### src/rtl/rob_commit_unit.sv
// Reorder buffer: allocates ids to decode, captures CDB results, retires in order.
// Ports: ID_* alloc, CDB_* results, RF_commit_* write-back pulse, flush_* redirect.
module rob_commit_unit #(
  parameter int ROB_SIZE  = 16,
  parameter int ROB_ID_W  = 4,
  parameter int DATA_W    = 32,
  parameter int REG_IDX_W = 5
) (
  input  logic                 clk,
  input  logic                 rst,
  input  logic                 rdy,
  input  logic                 ID_alloc_valid,
  input  logic [REG_IDX_W-1:0] ID_rd,
  input  logic                 ID_is_branch,
  output logic [ROB_ID_W-1:0]  ID_ROB_id,
  output logic                 ROB_full,
  input  logic                 CDB_valid,
  input  logic [ROB_ID_W-1:0]  CDB_ROB_id,
  input  logic [DATA_W-1:0]    CDB_value,
  input  logic                 CDB_mispredict,
  input  logic [DATA_W-1:0]    CDB_target_pc,
  output logic                 RF_commit_valid,
  output logic [REG_IDX_W-1:0] RF_commit_rd,
  output logic [DATA_W-1:0]    RF_commit_value,
  output logic [ROB_ID_W-1:0]  RF_commit_ROB_id,
  output logic                 flush_valid,
  output logic [DATA_W-1:0]    flush_pc
);

  typedef enum logic [1:0] {
    EMPTY,
    ISSUED,
    READY
  } ent_st_t;

  localparam logic [ROB_ID_W:0] SIZE_C = (ROB_ID_W+1)'(ROB_SIZE);
  localparam logic [ROB_ID_W-1:0] ONE_ID = ROB_ID_W'(1);
  localparam logic [ROB_ID_W:0] ONE_CNT = (ROB_ID_W+1)'(1);

  ent_st_t              st     [ROB_SIZE];
  logic [REG_IDX_W-1:0] rd_q   [ROB_SIZE];
  logic                 br_q   [ROB_SIZE];
  logic [DATA_W-1:0]    val_q  [ROB_SIZE];
  logic                 misp_q [ROB_SIZE];
  logic [DATA_W-1:0]    tgt_q  [ROB_SIZE];

  logic [ROB_ID_W-1:0] head;
  logic [ROB_ID_W-1:0] tail;
  logic [ROB_ID_W:0]   count;

  logic full;
  logic alloc;
  logic commit;
  logic flush;
  logic cdb_wr;

  assign full      = (count == SIZE_C);
  assign ROB_full  = full;
  assign ID_ROB_id = tail;

  // Head readiness is sampled from current state, so a CDB hit on
  // head this cycle only allows commit on the following cycle.
  assign alloc  = rdy && ID_alloc_valid && !full;
  assign commit = rdy && (st[head] == READY);
  assign flush  = commit && br_q[head] && misp_q[head];
  assign cdb_wr = rdy && CDB_valid && (st[CDB_ROB_id] == ISSUED);

  always_ff @(posedge clk or posedge rst) begin
    if (rst) begin
      for (int i = 0; i < ROB_SIZE; i++) st[i] <= EMPTY;
      head             <= '0;
      tail             <= '0;
      count            <= '0;
      RF_commit_valid  <= 1'b0;
      RF_commit_rd     <= '0;
      RF_commit_value  <= '0;
      RF_commit_ROB_id <= '0;
      flush_valid      <= 1'b0;
      flush_pc         <= '0;
    end else begin
      RF_commit_valid <= commit && (rd_q[head] != '0);
      flush_valid     <= flush;
      if (commit) begin
        RF_commit_rd     <= rd_q[head];
        RF_commit_value  <= val_q[head];
        RF_commit_ROB_id <= head;
      end
      if (flush) flush_pc <= tgt_q[head];
      if (flush) begin
        // Mispredict: drop every younger entry, including any
        // allocation or CDB result arriving this same cycle.
        for (int i = 0; i < ROB_SIZE; i++) st[i] <= EMPTY;
        head  <= '0;
        tail  <= '0;
        count <= '0;
      end else begin
        if (commit) begin
          st[head] <= EMPTY;
          head     <= head + ONE_ID;
        end
        if (alloc) begin
          st[tail] <= ISSUED;
          tail     <= tail + ONE_ID;
        end
        if (cdb_wr) st[CDB_ROB_id] <= READY;
        unique case (1'b1)
          alloc && !commit: count <= count + ONE_CNT;
          commit && !alloc: count <= count - ONE_CNT;
          default:          count <= count;
        endcase
      end
    end
  end

  // Payload carries no reset: it is only read once the entry state
  // says it was written.
  always_ff @(posedge clk) begin
    if (alloc) begin
      rd_q[tail] <= ID_rd;
      br_q[tail] <= ID_is_branch;
    end
    if (cdb_wr) begin
      val_q[CDB_ROB_id]  <= CDB_value;
      misp_q[CDB_ROB_id] <= CDB_mispredict;
      tgt_q[CDB_ROB_id]  <= CDB_target_pc;
    end
  end

endmodule
### config.mk
export PLATFORM = sky130hd
export DESIGN_NAME = rob_commit_unit
export DESIGN_NICKNAME = d
export VERILOG_FILES = /design/src/rtl/rob_commit_unit.sv
export SDC_FILE = /design/constraint.sdc
export NUM_CORES = 1
export LEC_CHECK = 0
export BUFFER_PORTS_ARGS = -buffer_cell sky130_fd_sc_hd__clkbuf_2
export CAP_MARGIN = 20
export CORE_ASPECT_RATIO = 1.75
export CORE_MARGIN = 10
export CORE_UTILIZATION = 60
export DETAILED_ROUTE_END_ITERATION = 16
export GPL_ROUTABILITY_DRIVEN = 0
export GPL_TIMING_DRIVEN = 1
export PLACE_DENSITY = 0.77
export SYNTH_ARGS = -nofsm -noshare
export SYNTH_HDL_FRONTEND = slang
export SYNTH_SLANG_ARGS = --single-unit
### constraint.sdc
create_clock -name clk -period 11.33 [get_ports clk]
set_input_delay 0.5665 -clock clk [delete_from_list [all_inputs] [get_ports clk]]
set_output_delay 0.5665 -clock clk [all_outputs]
set_load 0.02 [all_outputs]
== Yosys cells after proc, flatten, opt, wreduce, memory -nomap -nowiden ==
Memory sizes are Yosys's and may differ from the RTL's. A register that Yosys moved wholly into a read port is not among the register bits.
Cells that the tools add are included.

* Flip-flop bits (word level): 56
* RAM bits: 1136
* Input port bits: 80
* Output and inout bits: 80
* Logic and storage cells: 100
* Memories kept: 5

* $add $sub $neg: 4
* Order comparisons: 6
* Eq/ne operators: 3
* Multiplexer cells: 28
* Bitwise logic cells: 11
* Reductions and logical operators: 20

{| class="wikitable"
|+ Memories
! memory !! depth !! width !! rd ports !! clocked after Yosys merged registers in !! write ports !! RTL line !! text
|-
| tgt_q || 16 || 32 || 1 || 1 || 1 || 45 || <nowiki>logic [DATA_W-1:0] tgt_q [ROB_SIZE];</nowiki>
|-
| val_q || 16 || 32 || 1 || 1 || 1 || 43 || <nowiki>logic [DATA_W-1:0] val_q [ROB_SIZE];</nowiki>
|-
| rd_q || 16 || 5 || 1 || 0 || 1 || 41 || <nowiki>logic [REG_IDX_W-1:0] rd_q [ROB_SIZE];</nowiki>
|-
| br_q || 16 || 1 || 1 || 0 || 1 || 42 || <nowiki>logic br_q [ROB_SIZE];</nowiki>
|-
| misp_q || 16 || 1 || 1 || 0 || 1 || 44 || <nowiki>logic misp_q [ROB_SIZE];</nowiki>
|}

{| class="wikitable"
|+ Operator list
! kind !! count
|-
| $mux W32 || 6
|-
| $and A16 B16 Y16 || 2
|-
| $and A32 B32 Y32 || 1
|-
| $not A16 Y16 || 2
|-
| $not A32 Y32 || 1
|-
| $or A16 B16 Y16 || 2
|-
| $demux W2 S4 || 3
|-
| $bmux W2 S4 || 2
|-
| $mux W4 || 4
|-
| $ge A5 B5 Y1 const B || 3
|-
| $lt A5 B1 Y1 const B || 3
|-
| $not A4 Y5 || 3
|-
| $mux W2 || 7
|-
| $logic_and A1 B1 Y1 || 13
|-
| $pmux W5 S2 || 1
|-
| $add A4 B1 Y4 const B || 2
|-
| $add A5 B1 Y5 const B || 1
|-
| $eq A5 B5 Y1 const B || 1
|-
| $mux W5 || 1
|-
| $reduce_bool A5 Y1 || 1
|-
| $sub A5 B1 Y5 const B || 1
|-
| $mux W1 || 4
|-
| $reduce_bool A2 Y1 || 2
|-
| $logic_not A1 Y1 || 3
|-
| other kinds (3) || 3
|}

== Logic depth before layout (Yosys ltp) ==
Gate-level depths: netlist of the first run.

* Depth after elaboration: 15
* Gate-level depth with buffers: 14
* Depth with buffers taken out: 11

== Worst setup path after synthesis of the first run ==
Ideal clock, no wire load.

* Path type: in2reg
* Start: in CDB_ROB_id[1]
* End: mem misp_q[10] (enable)
* Library setup time: 0.655 ns
* Arrival: 7.856 ns
* Required time: 10.675 ns
* Setup slack: 2.819 ns
* Cell stages on the path: 5
* Path buffers: 0
* Cell sequence: inv_2 > mux4_2 > o32ai_1 > nor2_1 > nor4_1

* Word-level cells in the longest chain between the ends: 8

{| class="wikitable"
|+ Ends and longest elaborated chain
! what !! RTL line !! text
|-
| start: declaration || 18 || <nowiki>input logic [ROB_ID_W-1:0] CDB_ROB_id,</nowiki>
|-
| $not A4 Y5 (not written as such) || 66 || <nowiki>assign cdb_wr = rdy && CDB_valid && (st[CDB_ROB_id] == ISSUED);</nowiki>
|-
| $bmux W2 S4 || 66 ||
|-
| $mux W2 (not written as such) (2 in a row) || 66 ||
|-
| $eq A2 B1 Y1 || 66 ||
|-
| $logic_and A1 B1 Y1 || 66 ||
|-
| $mux W1 || 122 || <nowiki>if (cdb_wr) begin</nowiki>
|-
| $mux W1 (not written as such) || 124 || <nowiki>misp_q[CDB_ROB_id] <= CDB_mispredict;</nowiki>
|-
| end: declaration || 44 ||
|}

Several ways; a longest one is shown, not always the timed one. The select of a mux whose other input is x is not followed.

== Worst setup path after layout of the first run ==
* Start: reg head[3]
* End: reg flush_pc[23] (read register of tgt_q)

* Word-level cells in the longest chain between the ends: 8
* Elaborated cells on any way between the ends: 10
* Classes of those cells: eq/ne (1); mux (3); bitwise (1); reduce/logical (3); memory (2)

{| class="wikitable"
|+ Ends and longest elaborated chain
! what !! RTL line !! text
|-
| start: declaration || 47 || <nowiki>logic [ROB_ID_W-1:0] head;</nowiki>
|-
| start signal: assignment || 99 || <nowiki>head <= head + ONE_ID;</nowiki>
|-
| $not A4 Y5 (not written as such) || 64 || <nowiki>assign commit = rdy && (st[head] == READY);</nowiki>
|-
| $bmux W2 S4 || 64 ||
|-
| $mux W2 (not written as such) (2 in a row) || 64 ||
|-
| $eq A2 B2 Y1 || 64 ||
|-
| $logic_and A1 B1 Y1 || 64 ||
|-
| $logic_and A1 B1 Y1 (2 in a row) || 65 || <nowiki>assign flush = commit && br_q[head] && misp_q[head];</nowiki>
|-
| end: declaration || 27 || <nowiki>output logic [DATA_W-1:0] flush_pc</nowiki>
|}

Several ways; a longest one is shown, not always the timed one. The select of a mux whose other input is x is not followed.
A chain may end at the register's enable or synchronous reset.

==> results.md, run 1 <==
Worst setup path:
- The signal on the critical path passes through inv_6 > buf_4 > mux2i_1 > nand4_1 > and2_1 > nor3_4 > buf_4 > buf_4 > mux2_2.
- The data required time at the worst endpoint is between 10000 and 15000 ps.
- The cell that appears most often on the critical path is buf_4.
- The class of the most critical setup path is register to register.
- The endpoint kind of the worst setup timing path is a register.
- The buffer and inverter count on the worst path is 4.
- The kind of cell with the highest combined delay along the critical path is buffers and inverters.
- The slowest stage of the critical path belongs to the cell inv_6.
- The kind of start point of the critical path is a register.
- STA puts the critical path data arrival time at between 5000 and 6000 ps.
- The largest single stage delay on the critical path is 740 ps.
- Along the worst path, the maximum fanout reaches 48.

STA:
- The number of hold violations in the final report came to 0.
- The worst setup slack after layout is ~6400 ps.
- The slew at the pin closest to its max-slew limit is 1130 ps.
- Setup violations remaining at the end of the flow were counted as 0.
- For this run, the top clock speed supported by timing is 203 MHz.
- Adding up every negative setup slack in the final design gives 0 ps.
- Dividing the final minimum period by the clock period gives 0.435.
- Across all hold checks on the routed design, the worst slack comes to roughly 20 ps.
- The final critical path time including I/O delays and setup is 4920 ps.
- Setup repair after global routing left no endpoint under its margin.
- The total count of max-transition violations in the final report is 0.
- Measured against its own limit, the worst slew margin works out to 0.246.
- The worst clock skew is ~39 ps.

Global routing:
- Across every metal layer, demand over resource in global routing totals 0.247.
- The initial antenna violation count came to 14.
- After global routing the overflow that remains totals 0.
- The first-pass GRT wire length is 165 mm.
- Entering global routing, the biggest net connects 122 pins.
- The number of global-route vias before repair is between 20000 and 25000.

Detailed routing:
- The first routing iteration left around 2600 violations.
- The via total after detailed routing is around 23000.
- Dividing the detail-routed via count by the number of cells gives 6.73.
- The number of detailed-routing iterations run before antenna repair is 5.
- In the routed design, unresolved DRC markers number 0.
- The final layout contains routed wiring with a total length of 111 mm.
- The remaining antenna violation count after routing is 0.
- After detailed routing, the average wire length per cell comes to about 32 µm.

Pwr:
- The share of total power dissipated in sequential elements is 0.462.
- Of the total power, the share spent switching nets is 0.278.
- Summed over all nets, the switching power comes to ~3400 µW.
- The clock share of power is 0.299.
- In this run the power density over the cells is approximately 230 mW/mm².
- The design draws around 12000 µW.
- The share of power burned in combinational logic is 0.239.
- The internal power of the cells is between 8000 and 9000 µW.
- In this run the static leakage power is 0.0173 µW.
- The peak supply drop is 0.159 mV.

Synthesis:
- Yosys mapped the design onto 52 distinct sky130hd cell types.
- Sorting the synthesized cells by area gives the leading types as edfxtp_1, mux4_2, dfrtp_1, mux2_2, clkbuf_1.
- The most used flip-flop cell after synthesis is edfxtp_1.
- The share of the Yosys chip area taken by registers is 0.771.
- edfxtp_1 is the most common cell in the netlist.
- Of all flip-flops after synthesis, the portion carrying an async set or reset was 0.0955.
- The total nets after synthesis is around 2200.
- The area of the mapped netlist is around 0.048 mm².
- Counting instances in the post-synthesis netlist gives the leading cell types as edfxtp_1, mux4_2, dfrtp_1.
- During synthesis, Yosys emitted a total of 0 warnings.
- Of the total synthesized cell area, the portion taken by AND, OR, NAND and NOR gates is 0.0193.
- The dominant combinational cell family by area after synthesis is multiplexers.
- The fraction of synthesized area in multiplexers is 0.183.
- Synthesis produced around 2100 cells.
- Of the total synthesized cell area, the portion taken by XOR and XNOR cells is 0.00109.
- A synthesized cell averages roughly 23 µm².
- In this run, synthesis produced a sequential element count of roughly 1300.
- The synthesized design spends more area on one cell type than any other, namely edfxtp_1.
- The share of the synthesized area in the top cell type is 0.709.
- The number of enable flip-flop cells after synthesis is approximately 1100.
- The post-synthesis compound-gate area fraction is 0.0105.
- The post-synthesis adder-cell area fraction is 0.00260.

Final layout:
- The net count reported at finish is around 2400.
- The fraction of layout cells with a size suffix above 1 is 0.341.
- The area growth from synthesis to layout is 11.6%.
- For this run, the number of standard cells in the final layout without fillers is about 3400.

Die:
- The die is between 300 and 400 µm tall.
- The area inside the core boundary is between 0.07 and 0.08 mm².
- In this run the horizontal extent of the chip is approximately 230 µm.
- The total number of placement rows is around 140.
- The initial core utilization is 0.604.
- The number of placed I/O pins is 160.
- The die outline area is about 0.092 mm².

Clock tree:
- The number of hold-repair buffers added at the cts stage is 0.
- The post-CTS setup-driven buffer insertion count is 0.
- The clock passes through at most 3 buffers.
- CTS placed an instance of clkbuf_16 at the clock tree root.
- The insertion delay of the later-clocked pin in the worst-skew pair is 700 ps.
- The TritonCTS clock tree is done.
- Post-CTS repair changed the size of 0 cells.
- The number of levels in the clock H-tree is 3.
- The clock-pin slew of the registers on the worst-case setup and hold paths is 70 ps.
- The number of clock buffers added by TritonCTS is roughly 100.
- For this design, the sink count on the clock tree is roughly 1300.

Place:
- The minimum setup slack after placement is 6000 ps.
- The cell count after placement is between 3000 and 4000.
- Once detailed placement completed, the half-perimeter wirelength came to about 57 mm.
- In this run the tool buffered the top-level ports with between 150 and 200 buffer cells.

Status:
- The run finished with clean final reports.

Worst hold path:
- The tightest min-delay check is of the primary input to asynchronous set/reset pin type.

Flow run:
- The tool flagged a number of max-cap violations equal to 0.
-- placed cells by master, fill, tap and decap left out, types with 20 or more instances in the layout --
cell / count
mux4_2: 352
clkbuf_1: 24
nand3_1: 25
clkinv_2: 20
nor2_1: 33
buf_4: 43
dfrtp_1: 117
nand2_1: 30
mux2_2: 69
edfxtp_1: 1136
nor3_1: 22
clkbuf_16: 105
a21oi_1: 27
clkbuf_2: 159
-- routing by layer --
metal	global-route usage	up-vias	routed length (µm)
met5	0	-	126
met2	0.410	1262	58000
met4	0.0926	18	3930
li1	-	9228	-
met1	0.319	12300	39900
met3	0.0499	269	9310
-- final cells by class --
cell class                 count  area, µm²
sequential                  1256      37100
fill                        4861      26000
timing repair buffer         206       1210
clock inverter                51        519
multi-input combinational    708      10500
inverter                      20       85.1
antenna                        5       12.5
clock buffer                 143       2910
tap                         1042       1300
-- path summary, 6_finish.rpt --
kind	startpoint	endpoint	slack, ps	depth (start not counted)
worst max-delay path	head[3]	flush_pc[23]	6410	9
min in group clk	CDB_value[4]	val_q[1][4]	260	1
worst min-delay path	rst	st[30]	20	2
worst max register to register	head[3]	flush_pc[23]	6410	9
max in group asynchronous	rst	flush_pc[21]	9910	3
worst min register to register	flush_pc[7]	flush_pc[7]	510	1
-- registers in the layout (all words and copies together), names as in the netlist --
signal            cells
ID_ROB_id             4
st                   32
misp_q               16
RF_commit_ROB_id      4
RF_commit_valid       1
flush_pc             32
count                 5
br_q                 16
tgt_q               512
RF_commit_rd          5
val_q               512
flush_valid           1
rd_q                 80
RF_commit_value      32
head                  4
-- power groups by stage --
stage / Combinational [µW] / Sequential [µW] / Clock (µW)
2_1_floorplan: 2060 / 5650 / 0
3_3_place_gp: 2780 / 5680 / 0
3_5_place_dp: 2860 / 5700 / 0
4_1_cts: 2900 / 5610 / 3670
5_1_grt: 3090 / 5610 / 3830
6_report: 2900 / 5590 / 3620
-- logic make-up after synthesis --
group	count (synthesis)
xor+xnor	6
buf+inv	126
simple gates	183
compound gates	78
flops	1256
fa+ha+maj	10
mux	431
-- stage by stage --
stage                     cell area [µm²]  utilization
after floorplan                     48100            -
after global placement              50200        0.630
after detailed placement            50200        0.630
after CTS                           53600        0.673
after global routing                53700        0.674
final                               53700        0.674
No activity file was read; power rests on OpenSTA's default activity.
==> run 2: changes to the inputs <==
--- a/config.mk
+++ b/config.mk
@@ -9,11 +9,11 @@
 export CAP_MARGIN = 20
 export CORE_ASPECT_RATIO = 1.75
 export CORE_MARGIN = 10
-export CORE_UTILIZATION = 60
+export CORE_UTILIZATION = 56
 export DETAILED_ROUTE_END_ITERATION = 16
 export GPL_ROUTABILITY_DRIVEN = 0
 export GPL_TIMING_DRIVEN = 1
-export PLACE_DENSITY = 0.77
+export PLACE_DENSITY = 0.76
 export SYNTH_ARGS = -nofsm -noshare
 export SYNTH_HDL_FRONTEND = slang
 export SYNTH_SLANG_ARGS = --single-unit
==> constraint.sdc (replaced) <==
create_clock -name clk -period 4.2 [get_ports clk]
set_input_delay 0.21 -clock clk [delete_from_list [all_inputs] [get_ports clk]]
set_output_delay 0.21 -clock clk [all_outputs]
set_load 0.02 [all_outputs]
==> run 2 against run 1 <==
First-iteration DRC count fell by 4.1%. Global-route usage down 1.5 points. Clock skew grew 1.7 ps. Clock power grew to 2.7 times the previous value. Power grew to 2.7 times the previous value. Setup slack lost 5600 ps. Design area increased by 2.0%. Die area is 6.7% higher. Critical path depth rose by 3. Final cell count is 5.4% higher. Maximum frequency grew 44%. Via count grew 0.56%.
==> results.md, run 2 (synthesis results as in run 1) <==
STA:
- Setup violations remaining at the end of the flow were counted as 0.
- The worst clock skew is between 40 and 50 ps.
- The worst slew margin relative to its limit is 0.263.
- The number of hold violations in the final report came to 0.
- Setup repair after global routing left no endpoint under its margin.
- The share of the clock period used by the worst path is 0.811.
- The summed negative setup slack over all endpoints is 0 ps.
- The highest attainable clock frequency is slightly below 300 MHz.
- Counting I/O delays and the setup requirement, the final critical path takes approximately 3400 ps.
- At the pin with the least slew margin, the transition time is roughly 1100 ps.
- The total count of max-transition violations in the final report is 0.
- The worst hold slack is ~120 ps.

Final layout:
- The core occupancy in the finished layout is 0.641.
- Leaving out fill and tap cells, the most frequent cells in the layout are edfxtp_1, mux4_2, clkbuf_2.
- Relative to the synthesized area, the layout overhead comes to 13.8%.
- In the final layout, the share of cells above drive strength 1 is 0.331.
- In the final design database the tool counted around 2500 nets.
- With fillers left out, the area of the finished cells amounts to 0.0548 mm².
- The finished layout holds about 3600 standard cells, fillers aside.
- Leaving out fill and tap cells, the most frequent cell in the layout is edfxtp_1.
- The largest registers in the layout are tgt_q: 512 flops, val_q: 512 flops, rd_q: 80 flops.

Detailed routing:
- The number of detailed-routing iterations run before antenna repair is 5.
- The number of DRC markers in iteration 0 is 2498.
- For this run, design rule violations remaining after detail routing come to 0.
- In the final routed layout, each cell accounts on average for about 31 µm.
- The total length of routed wires is around 110 mm.
- The via total after detailed routing is approximately 23000.
- In this run the remaining antenna-violating nets after routing total 0.
- Dividing the detail-routed via count by the number of cells gives approximately 6.4.

Pwr:
- The peak supply drop is between 0.6 and 0.7 mV.
- Dividing total power by cell area gives a power density of between 500 and 600 mW/mm².
- For this design the static power due to leakage is 0.0177 µW.

Global routing:
- Entering global routing, the biggest net connects between 100 and 150 pins.
- The number of global-route vias before repair is 24800.
- The global-route total usage across every layer is 0.232.
- Global routing finished with a remaining overflow of 0.
- The initial antenna violation count is 7.
- The first global-routing pass estimated roughly 170 mm of wire.

Die:
- The core region is roughly 0.085 mm².
- The die outline area is roughly 0.099 mm².
- In this run the core area contains roughly 140 standard-cell rows.
- For this configuration, the core starts out at a cell density of 0.563.
- The die extent in y is a little over 400 µm.
- In this run the horizontal extent of the chip is 242 µm.
- The number of placed I/O pins is 160.

Clock tree:
- The buffer depth of the longest clock path is 3.
- The insertion delay of the later-clocked pin in the worst-skew pair is a little over 700 ps.
- The clock tree root buffer cell is clkbuf_16.
- The number of buffers created by CTS is a little over 100.
- The number of levels in the clock H-tree is 3.
- The post-cts resize count is 0.
- After clock tree synthesis, the clock-pin slew on the worst setup and hold paths is 70 ps.
- Clock tree synthesis found a total of around 1300 sinks.
- TritonCTS built the clock tree.

Place:
- The cell area after placement is approximately 0.051 mm².
- After legalization and detailed placement, the total HPWL measured between 60 and 70 mm.
- Port buffering added ~160 buffers.
- Counting tap cells, the placed design contains a total of ~3300 instances.

Worst setup path:
- Of all nets on the critical path, the largest fanout is between 40 and 50.
- STA classifies the critical path endpoint as a register.
- The critical path arrival is roughly 4000 ps.
- Data on the critical path is required at its endpoint by roughly 4800 ps.
- By startpoint and endpoint, the worst setup path is classified as register to register.
- The kind of start point of the critical path is a register.

Status:
- The run finished with clean final reports.

Worst hold path:
- The worst hold path class is primary input to register.

Flow run:
- Across the run, the number of max-cap violations was 0.
-- run 2: power breakdown --
group,internal [µW],switching [µW]
Clock,5210,4420
Combinational,3950,4280
Sequential,14300,562
Total,23400,9270
-- run 2: final timing paths --
kind                                     start             endpoint  slack (ps)  cells past startpoint
max                                    head[1]             count[4]         790                     12
min                             ID_alloc_valid             count[4]         120                      5
max reg2reg                            head[1]             count[4]         790                     12
min reg2reg                RF_commit_ROB_id[3]  RF_commit_ROB_id[3]         490                      2
max in group asynchronous                  rst  RF_commit_value[30]        2920                      4
min in group asynchronous                  rst         flush_pc[18]         200                      3
-- run 2: repair_timing --
action,4_1_cts,5_1_grt
endpoints found under the hold margin,1213,0
hold buffers,72,0
buffers inserted,0,0
-- run 2: layout make-up --
class                   instances  area, µm²
fillers                      5391      30700
inverters                      20       85.1
well taps                    1152       1440
clock buffers                 130       2740
repair buffers                283       2140
multi-input cells             708      10600
clock inverters                63        604
flip-flops and latches       1256      37100
diodes                          3       7.51
-- run 2: metrics by stage --
step                      worst slack, ps  total power, µW
after floorplan                     -1320            20800
after global placement                588            23100
after detailed placement              608            23300
after CTS                             835            33000
after global routing                  667            33900
final                                 792            32700
-- run 2: worst max-delay path: stages (launching register included) --
cell and delay [ps]:
dfrtp_4 530, buf_4 570, nor2_1 270, nand2_1 110
nand4_1 220, and2_1 240, nor2_1 230, xor2_1 120
ha_1 260, o31a_1 260, nor3_1 210, o221a_2 220
a21oi_1 40
-- run 2: routing by layer --
metal,wire (µm),part of all wire,vias up,global-route usage
met1,41000,0.36,12400,0.287
met2,60800,0.54,1162,0.407
met3,7440,0.066,263,0.0385
li1,-,-,9389,-
met5,57,0.00050,-,0
met4,4020,0.035,8,0.0883
==> run 3: changes to the inputs <==
--- a/config.mk
+++ b/config.mk
@@ -9,11 +9,11 @@
 export CAP_MARGIN = 20
 export CORE_ASPECT_RATIO = 1.75
 export CORE_MARGIN = 10
-export CORE_UTILIZATION = 56
+export CORE_UTILIZATION = 60
 export DETAILED_ROUTE_END_ITERATION = 16
 export GPL_ROUTABILITY_DRIVEN = 0
 export GPL_TIMING_DRIVEN = 1
-export PLACE_DENSITY = 0.76
+export PLACE_DENSITY = 0.77
 export SYNTH_ARGS = -nofsm -noshare
 export SYNTH_HDL_FRONTEND = slang
 export SYNTH_SLANG_ARGS = --single-unit
==> constraint.sdc (replaced) <==
create_clock -name clk -period 3.48 [get_ports clk]
set_input_delay 0.174 -clock clk [delete_from_list [all_inputs] [get_ports clk]]
set_output_delay 0.174 -clock clk [all_outputs]
set_load 0.02 [all_outputs]
==> run 3 against run 2 <==
Design area grew 0.82%. Worst hold slack worse by 40 ps. Sequential power increased by 22%. Critical path depth fell by 1. Count of clock-buffer cells in the layout increased by 4. Maximum frequency increased by 2.7%. Core utilization increased by 5.2 points. Critical endpoint unchanged. Largest cell class unchanged.
==> results.md, run 3 (synthesis results as in run 1) <==
Final layout:
- The area overhead of the layout relative to synthesis is 14.7%.
- In the layout the commonest cells are edfxtp_1, mux4_2, clkbuf_2.
- The largest registers in the layout are tgt_q: 512 flops, val_q: 512 flops, rd_q: 80 flops.
- Across the whole layout, storage elements account for 0.0371 mm².
- The leading cell type in the layout, fill and taps excluded is edfxtp_1.
- The net count reported at finish is about 2500.
- Fill cells in the final layout number 4539.
- In the final layout, the share of cells above drive strength 1 is 0.340.
- Summing all multi-input logic gate instances after layout gives 0.0107 mm².
- Leaving out filler cells and counting taps, the final layout contains 3528.

STA:
- The final critical path time including I/O delays and setup is between 3000 and 4000 ps.
- Setup repair after global routing left no endpoint under its margin.
- Setup total negative slack on the finished layout was measured at 0 ps.
- Timing would allow up to 302 MHz.
- The share of the clock period used by the worst path is 0.953.
- The worst slew margin relative to its limit is 0.329.
- Setup violations remaining at the end of the flow were counted as 0.
- The slew at the pin closest to its max-slew limit is a little over 1000 ps.
- The worst clock skew is roughly 37 ps.
- The number of hold violations in the final report came to 0.
- The total count of max-transition violations in the final report is 0.

Clock tree:
- The insertion delay of the later-clocked pin in the worst-skew pair is about 720 ps.
- The clock drives between 1000 and 1500 sinks.
- TritonCTS built the clock tree.
- The H-tree generated during clock tree synthesis spans 3 levels.
- The buffer depth of the longest clock path is 3.
- The post-CTS setup-driven buffer insertion count is 0.
- The clock-pin slew of the registers on the worst-case setup and hold paths is ~70 ps.
- The cell sitting at the root of the clock tree is a clkbuf_16.
- The number of clock buffers added by TritonCTS is 102.

Die:
- The die outline area is slightly above 0.09 mm².
- Row generation in the floorplan step produced 137 rows.
- The initial core utilization is 0.604.
- The floorplan step set the die height to ~390 µm.
- During I/O placement, the number of pins put on the boundary was 160.
- The area inside the core boundary is ~0.08 mm².
- The floorplan die width is around 230 µm.

Detailed routing:
- The total length of routed wires is approximately 110 mm.
- The number of DRC markers in iteration 0 is about 2800.
- The routed wirelength normalized by instance count is roughly 32 µm.
- After detailed routing, the number of vias per cell comes to around 6.7.
- The number of detailed-routing iterations run before antenna repair is 5.
- In this run the remaining antenna-violating nets after routing total 0.
- The via total after detailed routing is between 20000 and 25000.
- After detailed routing, the number of remaining DRC violations is 0.

Worst setup path:
- STA puts the critical path data arrival time at 3890 ps.
- Of all nets on the critical path, the largest fanout is 17.
- The kind of start point of the critical path is a register.
- The class of the most critical setup path is register to register.
- Data on the critical path is required at its endpoint by around 4100 ps.
- The endpoint kind of the worst setup timing path is a register.
- The minimum setup slack among reg-to-reg paths is around 160 ps.

Global routing:
- The number of global-route vias before repair is around 25000.
- In the global route stage, overall resource usage came out at 0.253.
- The first global-routing pass estimated approximately 170 mm of wire.
- The largest net degree at the start of global routing is between 90 and 100.
- The initial antenna violation count is 6.
- The total overflow left after global routing is 0.

Status:
- The flow ran to the end, and the final reports show no timing, DRC or antenna violations.

Place:
- The cell count after placement is between 3000 and 4000.
- The post-DP HPWL is between 60 and 70 mm.
- Port buffering added approximately 160 buffers.

Flow run:
- Max-cap violations in this run came to 0.

Worst hold path:
- In this run the worst hold path is classified as primary input to register.

Pwr:
- The peak supply drop is around 0.8 mV.
- In this run the power density over the cells is just over 700 mW/mm².
- The cell leakage power is 0.0179 µW.
## run 3: where the power goes
| group | total (µW) | switching [µW] | internal (µW) |
|---|---|---|---|
| Sequential | 18000 | 748 | 17200 |
| Combinational | 9870 | 5060 | 4810 |
| Clock | 11800 | 5210 | 6550 |
## run 3: what timing repair did
item / 4_1_cts / 5_1_grt
endpoints found under the hold margin: 1211 / 0
endpoints found under the setup margin: 0 / 1
hold buffers: 72 / 0
resized for setup: 0 / 2
## run 3: metal layers
metal | up-vias | track usage | share of wire
met5 | - | 0 | 0.00011
met4 | 2 | 0.0933 | 0.032
met3 | 244 | 0.0489 | 0.089
met2 | 1423 | 0.424 | 0.53
met1 | 12600 | 0.326 | 0.35
li1 | 9440 | - | -
## run 3: area by class of cell
type | instances | share of cell area
diodes | 7 | 0.000317
inverters | 20 | 0.00161
clock buffers | 134 | 0.0510
clock inverters | 56 | 0.0111
multi-input cells | 708 | 0.193
flip-flops and latches | 1256 | 0.672
repair buffers | 305 | 0.0466
well taps | 1042 | 0.0236
## run 3: path summary, 6_finish.rpt
path	startpoint	to	depth (start not counted)
setup reg to reg	head[0]	count[4]	11
hold reg to reg	RF_commit_ROB_id[3]	RF_commit_ROB_id[3]	2
max in group asynchronous	rst	RF_commit_value[1]	4
hold / removal	ID_alloc_valid	count[4]	5
setup / recovery	head[0]	count[4]	11
min in group asynchronous	rst	flush_pc[22]	3
## run 3: worst max-delay path: stages, from the launching register on
cell and delay [ps]:
dfrtp_4 630, mux4_2 550, mux2i_1 140, nand4_1 190
and2_1 280, nor2_1 220, xor2_1 110, ha_1 250
o31a_1 250, nor3_1 280, o221a_2 250, a21oi_1 40
## run 3: per-stage QoR
step / area, µm² / hold WS, ps / total power [µW] / worst slack, ps / util
CTS: 55200 / 20.6 / 39800 / 131 / 0.692
finish: 55200 / 76.9 / 39600 / 164 / 0.693
detailed placement: 51000 / 394 / 28000 / 143 / 0.640
global route: 55200 / 111 / 41000 / 21.7 / 0.693
global placement: 51000 / 396 / 27700 / 276 / 0.640
floorplan: 48400 / 273 / 25200 / -347 / -
